===== config.mk =====
export PLATFORM = sky130hd
export DESIGN_NAME = serial_rx_fifo
export DESIGN_NICKNAME = d
export VERILOG_FILES = /design/src/rtl/serial_rx_fifo.sv
export SDC_FILE = /design/constraint.sdc
export NUM_CORES = 1
export LEC_CHECK = 0
export CAP_MARGIN = 20
export CORE_ASPECT_RATIO = 0.5
export CORE_MARGIN = 1
export CORE_UTILIZATION = 35
export DETAILED_ROUTE_END_ITERATION = 12
export SYNTH_ARGS = -nofsm -noshare
export SYNTH_HDL_FRONTEND = slang
export SYNTH_SLANG_ARGS = --single-unit

===== constraint.sdc =====
create_clock -name clk -period 3.6 [get_ports clk]
set_input_delay 1.08 -clock clk [delete_from_list [all_inputs] [get_ports clk]]
set_output_delay 1.08 -clock clk [all_outputs]
set_load 0.05 [all_outputs]

===== src/rtl/serial_rx_fifo.sv =====
// serial_rx_fifo: 2-wire serial receiver with word assembly and a
// first-word-fall-through FIFO read port.
//   clk, rst_n          system clock, asynchronous active-low reset
//   enable              receiver enable (FIFO/read port keep running when low)
//   serial_clk/data     asynchronous bit clock and data from the master
//   rd_valid/ready/data FWFT read port; rd_data is 0 while rd_valid=0
//   level               FIFO occupancy 0..FIFO_DEPTH
//   overrun, clr_overrun  sticky word-dropped flag and its clear
//   frame_abort         1-cycle pulse when a partial word times out
module serial_rx_fifo #(
  parameter int DATA_W      = 10,
  parameter int FIFO_DEPTH  = 4,
  parameter int MSB_FIRST   = 1,
  parameter int SYNC_STAGES = 2,
  parameter int TIMEOUT_CYC = 255
) (
  input  logic                          clk,
  input  logic                          rst_n,
  input  logic                          enable,
  input  logic                          serial_clk,
  input  logic                          serial_data,
  output logic                          rd_valid,
  input  logic                          rd_ready,
  output logic [DATA_W-1:0]             rd_data,
  output logic [$clog2(FIFO_DEPTH):0]   level,
  output logic                          overrun,
  input  logic                          clr_overrun,
  output logic                          frame_abort
);

  localparam int AW      = $clog2(FIFO_DEPTH);
  localparam int CW      = $clog2(DATA_W);
  localparam int TW      = (TIMEOUT_CYC > 0) ? $clog2(TIMEOUT_CYC + 1) : 1;
  localparam int TO_LAST = (TIMEOUT_CYC > 0) ? TIMEOUT_CYC - 1 : 0;

  logic [SYNC_STAGES-1:0] r_sclk_sync;
  logic [SYNC_STAGES-1:0] r_sdat_sync;
  logic                   r_sclk_prev;
  logic [CW-1:0]          r_bit_cnt;
  logic [DATA_W-1:0]      r_shift;
  logic [TW-1:0]          r_to_cnt;
  logic                   r_frame_abort;
  logic                   r_overrun;
  logic [AW-1:0]          r_wr_ptr;
  logic [AW-1:0]          r_rd_ptr;
  logic [AW:0]            r_level;
  logic [DATA_W-1:0]      r_mem [FIFO_DEPTH];

  logic                   w_rise;
  logic                   w_bit;
  logic                   w_timeout;
  logic [CW-1:0]          w_cnt_eff;
  logic [DATA_W-1:0]      w_shift_eff;
  logic [DATA_W-1:0]      w_merged;
  logic                   w_push;
  logic [CW-1:0]          w_cnt_nxt;
  logic [DATA_W-1:0]      w_shift_nxt;
  logic [TW-1:0]          w_to_nxt;
  logic                   w_full;
  logic                   w_pop;
  logic                   w_wr_en;

  // Edge detect runs regardless of enable so re-enabling with serial_clk
  // already high cannot look like a rising edge.
  always_ff @(posedge clk or negedge rst_n) begin
    if (!rst_n) begin
      r_sclk_sync <= '0;
      r_sdat_sync <= '0;
      r_sclk_prev <= 1'b0;
    end else begin
      r_sclk_sync <= {r_sclk_sync[SYNC_STAGES-2:0], serial_clk};
      r_sdat_sync <= {r_sdat_sync[SYNC_STAGES-2:0], serial_data};
      r_sclk_prev <= r_sclk_sync[SYNC_STAGES-1];
    end
  end

  assign w_rise = r_sclk_sync[SYNC_STAGES-1] & ~r_sclk_prev;
  assign w_bit  = r_sdat_sync[SYNC_STAGES-1];

  // A timeout discards the partial word first, so a coincident rise is
  // assembled as bit 0 of a fresh word.
  always_comb begin
    w_timeout   = (TIMEOUT_CYC > 0) && enable && (r_bit_cnt != '0) &&
                  (r_to_cnt == TW'(TO_LAST));
    w_cnt_eff   = w_timeout ? '0 : r_bit_cnt;
    w_shift_eff = w_timeout ? '0 : r_shift;
    w_merged    = (MSB_FIRST != 0) ? {w_shift_eff[DATA_W-2:0], w_bit}
                                   : {w_bit, w_shift_eff[DATA_W-1:1]};
    w_push      = 1'b0;
    w_cnt_nxt   = r_bit_cnt;
    w_shift_nxt = r_shift;
    w_to_nxt    = r_to_cnt;
    if (!enable) begin
      w_cnt_nxt   = '0;
      w_shift_nxt = '0;
      w_to_nxt    = '0;
    end else if (w_rise) begin
      w_to_nxt = '0;
      if (w_cnt_eff == CW'(DATA_W - 1)) begin
        w_push      = 1'b1;
        w_cnt_nxt   = '0;
        w_shift_nxt = '0;
      end else begin
        w_cnt_nxt   = w_cnt_eff + 1'b1;
        w_shift_nxt = w_merged;
      end
    end else if (w_timeout) begin
      w_cnt_nxt   = '0;
      w_shift_nxt = '0;
      w_to_nxt    = '0;
    end else if ((r_bit_cnt != '0) && (TIMEOUT_CYC > 0)) begin
      w_to_nxt = r_to_cnt + 1'b1;
    end else begin
      w_to_nxt = '0;
    end
  end

  always_ff @(posedge clk or negedge rst_n) begin
    if (!rst_n) begin
      r_bit_cnt     <= '0;
      r_shift       <= '0;
      r_to_cnt      <= '0;
      r_frame_abort <= 1'b0;
    end else begin
      r_bit_cnt     <= w_cnt_nxt;
      r_shift       <= w_shift_nxt;
      r_to_cnt      <= w_to_nxt;
      r_frame_abort <= w_timeout;
    end
  end

  assign w_full  = (r_level == (AW + 1)'(FIFO_DEPTH));
  assign w_pop   = rd_valid & rd_ready;
  assign w_wr_en = w_push & (~w_full | w_pop);

  always_ff @(posedge clk or negedge rst_n) begin
    if (!rst_n) begin
      r_wr_ptr  <= '0;
      r_rd_ptr  <= '0;
      r_level   <= '0;
      r_overrun <= 1'b0;
    end else begin
      if (w_wr_en) r_wr_ptr <= r_wr_ptr + 1'b1;
      if (w_pop)   r_rd_ptr <= r_rd_ptr + 1'b1;
      case ({w_wr_en, w_pop})
        2'b10:   r_level <= r_level + 1'b1;
        2'b01:   r_level <= r_level - 1'b1;
        default: r_level <= r_level;
      endcase
      if (w_push & w_full & ~w_pop) r_overrun <= 1'b1;
      else if (clr_overrun)          r_overrun <= 1'b0;
    end
  end

  always_ff @(posedge clk) begin
    if (w_wr_en) r_mem[r_wr_ptr] <= w_merged;
  end

  assign rd_valid    = (r_level != '0);
  assign rd_data     = rd_valid ? r_mem[r_rd_ptr] : '0;
  assign level       = r_level;
  assign overrun     = r_overrun;
  assign frame_abort = r_frame_abort;

endmodule


==> flow_metrics.tcl <==
set metrics [dict create \
    mappedNetlistNets 246 \
    antenna_cells 0 \
    io_pins 23 \
    timing.rr.start "r_to_cnt[0]$_DFF_PN0_" \
    wl_um 5720 \
    finalHoldWorstSlack_ns 0.3479 \
    timing.max_cap.violations 0 \
    timing.setup.critical_path_class "flip-flop to primary output" \
    timing.clock.skew_ns 0.006786 \
    timing_max_transition_violations_final 0 \
    synth-edff-count 40 \
    outcome "complete, no violations" \
    setup_viol_count_final 0 \
    detailedPlacementHpwl_um 3801 \
    cts-hold-fix-buffers 0 \
    cts_sinks 75 \
    synth_cell_type_count 37 \
    portBuffers 22 \
    slew_headroom 0.4497 \
    layout_cell_share_with_drive_strength_beyond_1 0.1771 \
    largest_net_degree_at_the_start_of_global_routing 36 \
    clock_insertion_delay_worst_skew_ns 0.34 \
    detail_route.vias_per_cell 4.791 \
    max_freq_ghz 0.2954 \
    reg2reg_capture_point "level[2]$_DFFE_PN0P_" \
    clock_pin_transition_on_the_worst_setup_and_hold_timing_paths_ns 0.06 \
    worst_hold_path.endpoint "r_sdat_sync[1]$_DFF_PN0_" \
    cts_root_buf "sky130_fd_sc_hd__clkbuf_16" \
    timing.critical_path.fanout_max 12 \
    placement_rows 24 \
    hold_path.startpoint "r_sdat_sync[0]$_DFF_PN0_" \
    finalWorstPathRequiredPeriod_ns 3.385 \
    postSynthAreaPerCell_sq_um 14.05 \
    die-height_um 69.81 \
    finalWeightedCongestion 0.8140 \
    place_inst 370 \
    worst_hold_path.num_cells 0 \
    endpoint_kind "primary output" \
    htreeDepth 3 \
    fin_nets 283 \
    critical_path_required_ns 2.52 \
    hold_viol_final 0 \
    numCtsBuffers 9 \
    synth-warning-count 0 \
    max-vdd-ir-drop_mv 0.3806 \
    routed_wire_length_per_instance_um 14.74 \
    timing.hold.worst.class "flip-flop to flip-flop" \
    synth.cell_area_sq_um 3218 \
    cp_data_arrival_time_ns 2.30 \
    detail_route.drc_violations 0 \
    max_slew.worst_pin.slew_ns 0.8237 \
    reg2reg_setup_slack_ns 0.69 \
    grt_usage 0.1415 \
    filler_cell_count 799 \
    core_area_sq_um 8798 \
    grt_first_pass_wirelength_um 9880 \
    totalNegativeSetupSlack_ns 0 \
    clock_tree.buffer_depth 2 \
    ys_seq_area_frac 0.6454 \
    design.die.area_sq_um 9606 \
    drt_pass1_iterations 4 \
    synth_cells 229 \
    area.growth.synth_to_final_pct 22.20 \
    power.leakage_nw 1.566 \
    multi_input_area_sq_um 1057 \
    num_vias 1859 \
    number_of_global_route_vias_before_repair 1926 \
    timing.reg2reg.worst_path_depth 16 \
    period_share 0.9402 \
    synth_async_sr_flop_share 0.4667 \
    antenna_found_initial 0 \
    rsz0062_at_grt "no" \
    power-per-cell-area_nw_per_um2 697.9 \
    regArea_sq_um 2077 \
    fin_util 0.4470 \
    clock_tree_from_tritoncts "yes" \
    final_cells 388 \
    initial_utilization 0.3658 \
    synth.ff_latch_count 75 \
    top_ff_cell_synth "sky130_fd_sc_hd__edfxtp_1" \
    ant_nets 0 \
    crit_path_start_kind "flip-flop" \
    grt.overflow.total 0 \
    p_total_mw 2.745 \
    die-width_um 137.6 \
    detail_route.iter0.violations 180 \
]
synth_stat cells (3+ instances only):
cell	count	area share
sky130_fd_sc_hd__buf_2	3	0.0047
sky130_fd_sc_hd__and2_1	20	0.039
sky130_fd_sc_hd__xor2_1	9	0.024
sky130_fd_sc_hd__mux4_2	10	0.070
sky130_fd_sc_hd__xnor2_1	4	0.011
sky130_fd_sc_hd__inv_1	11	0.013
sky130_fd_sc_hd__nand3_1	7	0.011
sky130_fd_sc_hd__ha_1	9	0.035
sky130_fd_sc_hd__nand4_1	3	0.0058
sky130_fd_sc_hd__edfxtp_1	40	0.37
sky130_fd_sc_hd__nand2_1	21	0.024
sky130_fd_sc_hd__clkbuf_1	4	0.0047
sky130_fd_sc_hd__and2_2	4	0.0093
sky130_fd_sc_hd__a21oi_1	9	0.014
sky130_fd_sc_hd__nor2_1	11	0.013
sky130_fd_sc_hd__dfrtp_1	35	0.27
flip-flops by register name, summed over array words and instances, names as in the netlist:
signal / cells
overrun: 1
r_mem: 40
r_wr_ptr: 2
r_sclk_sync: 2
level: 3
frame_abort: 1
r_bit_cnt: 4
r_sclk_prev: 1
r_sdat_sync: 2
r_rd_ptr: 2
r_shift: 9
r_to_cnt: 8
layout make-up:
type	instances	area share
Sequential cell	75	0.5282
Timing Repair Buffer	34	0.07954
Clock buffer	10	0.05822
Multi-Input combinational cell	134	0.2689
Inverter	12	0.01145
Tap cell	117	0.03723
Clock inverter	6	0.01654
cells in the final DEF, fill, tap and decap left out, types with 2 or more instances in the layout:
master                            count
sky130_fd_sc_hd__mux2i_1              2
sky130_fd_sc_hd__nand3_1              7
sky130_fd_sc_hd__nand2_1             21
sky130_fd_sc_hd__clkdlybuf4s50_1     21
sky130_fd_sc_hd__nand4_1              3
sky130_fd_sc_hd__and4_1               2
sky130_fd_sc_hd__mux4_2              10
sky130_fd_sc_hd__inv_1               11
sky130_fd_sc_hd__and2_1              19
sky130_fd_sc_hd__clkinv_2             2
sky130_fd_sc_hd__a21oi_1              9
sky130_fd_sc_hd__xor2_1               9
sky130_fd_sc_hd__a2bb2oi_1            2
sky130_fd_sc_hd__dfrtp_1             35
sky130_fd_sc_hd__xnor2_1              4
sky130_fd_sc_hd__nand3_2              2
sky130_fd_sc_hd__edfxtp_1            40
sky130_fd_sc_hd__and3_1               2
sky130_fd_sc_hd__nor2_1              11
sky130_fd_sc_hd__and2_2               4
sky130_fd_sc_hd__ha_1                 9
sky130_fd_sc_hd__o22ai_1              2
sky130_fd_sc_hd__nand2b_1             2
sky130_fd_sc_hd__nor3_1               2
sky130_fd_sc_hd__buf_4               12
sky130_fd_sc_hd__clkbuf_16            9
timing repair:
item | CTS | global route
endpoints found under the setup margin | 0 | 1
endpoints found under the hold margin | 0 | 0
setup buffers | 0 | 2
resized for setup | 0 | 1
critical path: stages, from the launching register on:
cell and delay [ns]:
sky130_fd_sc_hd__dfrtp_1 0.32, sky130_fd_sc_hd__buf_4 0.25, sky130_fd_sc_hd__mux4_2 0.54, sky130_fd_sc_hd__and2_1 0.17, sky130_fd_sc_hd__clkdlybuf4s50_1 0.69
how the worst max path moves through the flow:
stage | start | to | slack (ns) | cells past startpoint
4_1_cts | enable | level[2]$_DFFE_PN0P_ | 0.14 | 15
6_report | r_rd_ptr[0]$_DFFE_PN0P_ | rd_data[3] | 0.22 | 4
3_5_place_dp | enable | level[2]$_DFFE_PN0P_ | -0.19 | 15
2_1_floorplan | enable | level[2]$_DFFE_PN0P_ | 0.02 | 17
5_1_grt | r_rd_ptr[0]$_DFFE_PN0P_ | rd_data[1] | 0.10 | 4
3_3_place_gp | enable | level[2]$_DFFE_PN0P_ | -0.08 | 15
routing by layer:
metal	vias to the layer above	global-route usage	routed length (um)
met3	6	0.04825	219
met2	30	0.2127	2709
li1	887	-	-
met5	-	0	0
met4	0	0.06227	63
met1	936	0.1851	2727
kinds of logic (layout without fill, tap and decap cells):
logic type | after synthesis | after routing | synth area share
multiplexers | 13 | 13 | 0.08087
AND/OR/NAND/NOR | 83 | 83 | 0.1419
flip-flops | 75 | 75 | 0.6454
adder cells (fa/ha/maj) | 10 | 10 | 0.04121
AO/OA/AOI/OAI | 15 | 15 | 0.02838
XOR/XNOR | 13 | 13 | 0.03538
buffers and inverters | 20 | 62 | 0.02682
metrics by stage:
step,cell area (sq um),worst slack (ns)
after detailed placement,3621,-0.1895
after floorplan,3221,0.01527
after global routing,3933,0.1041
final,3933,0.2153
after global placement,3621,-0.08148
after CTS,3915,0.1408
power breakdown:
part           switching, mW  internal, mW
clock network          0.339         0.537
logic                  0.526         0.352
registers             0.0536         0.936
total                  0.919          1.83
Power figures use the tool's default switching activity.
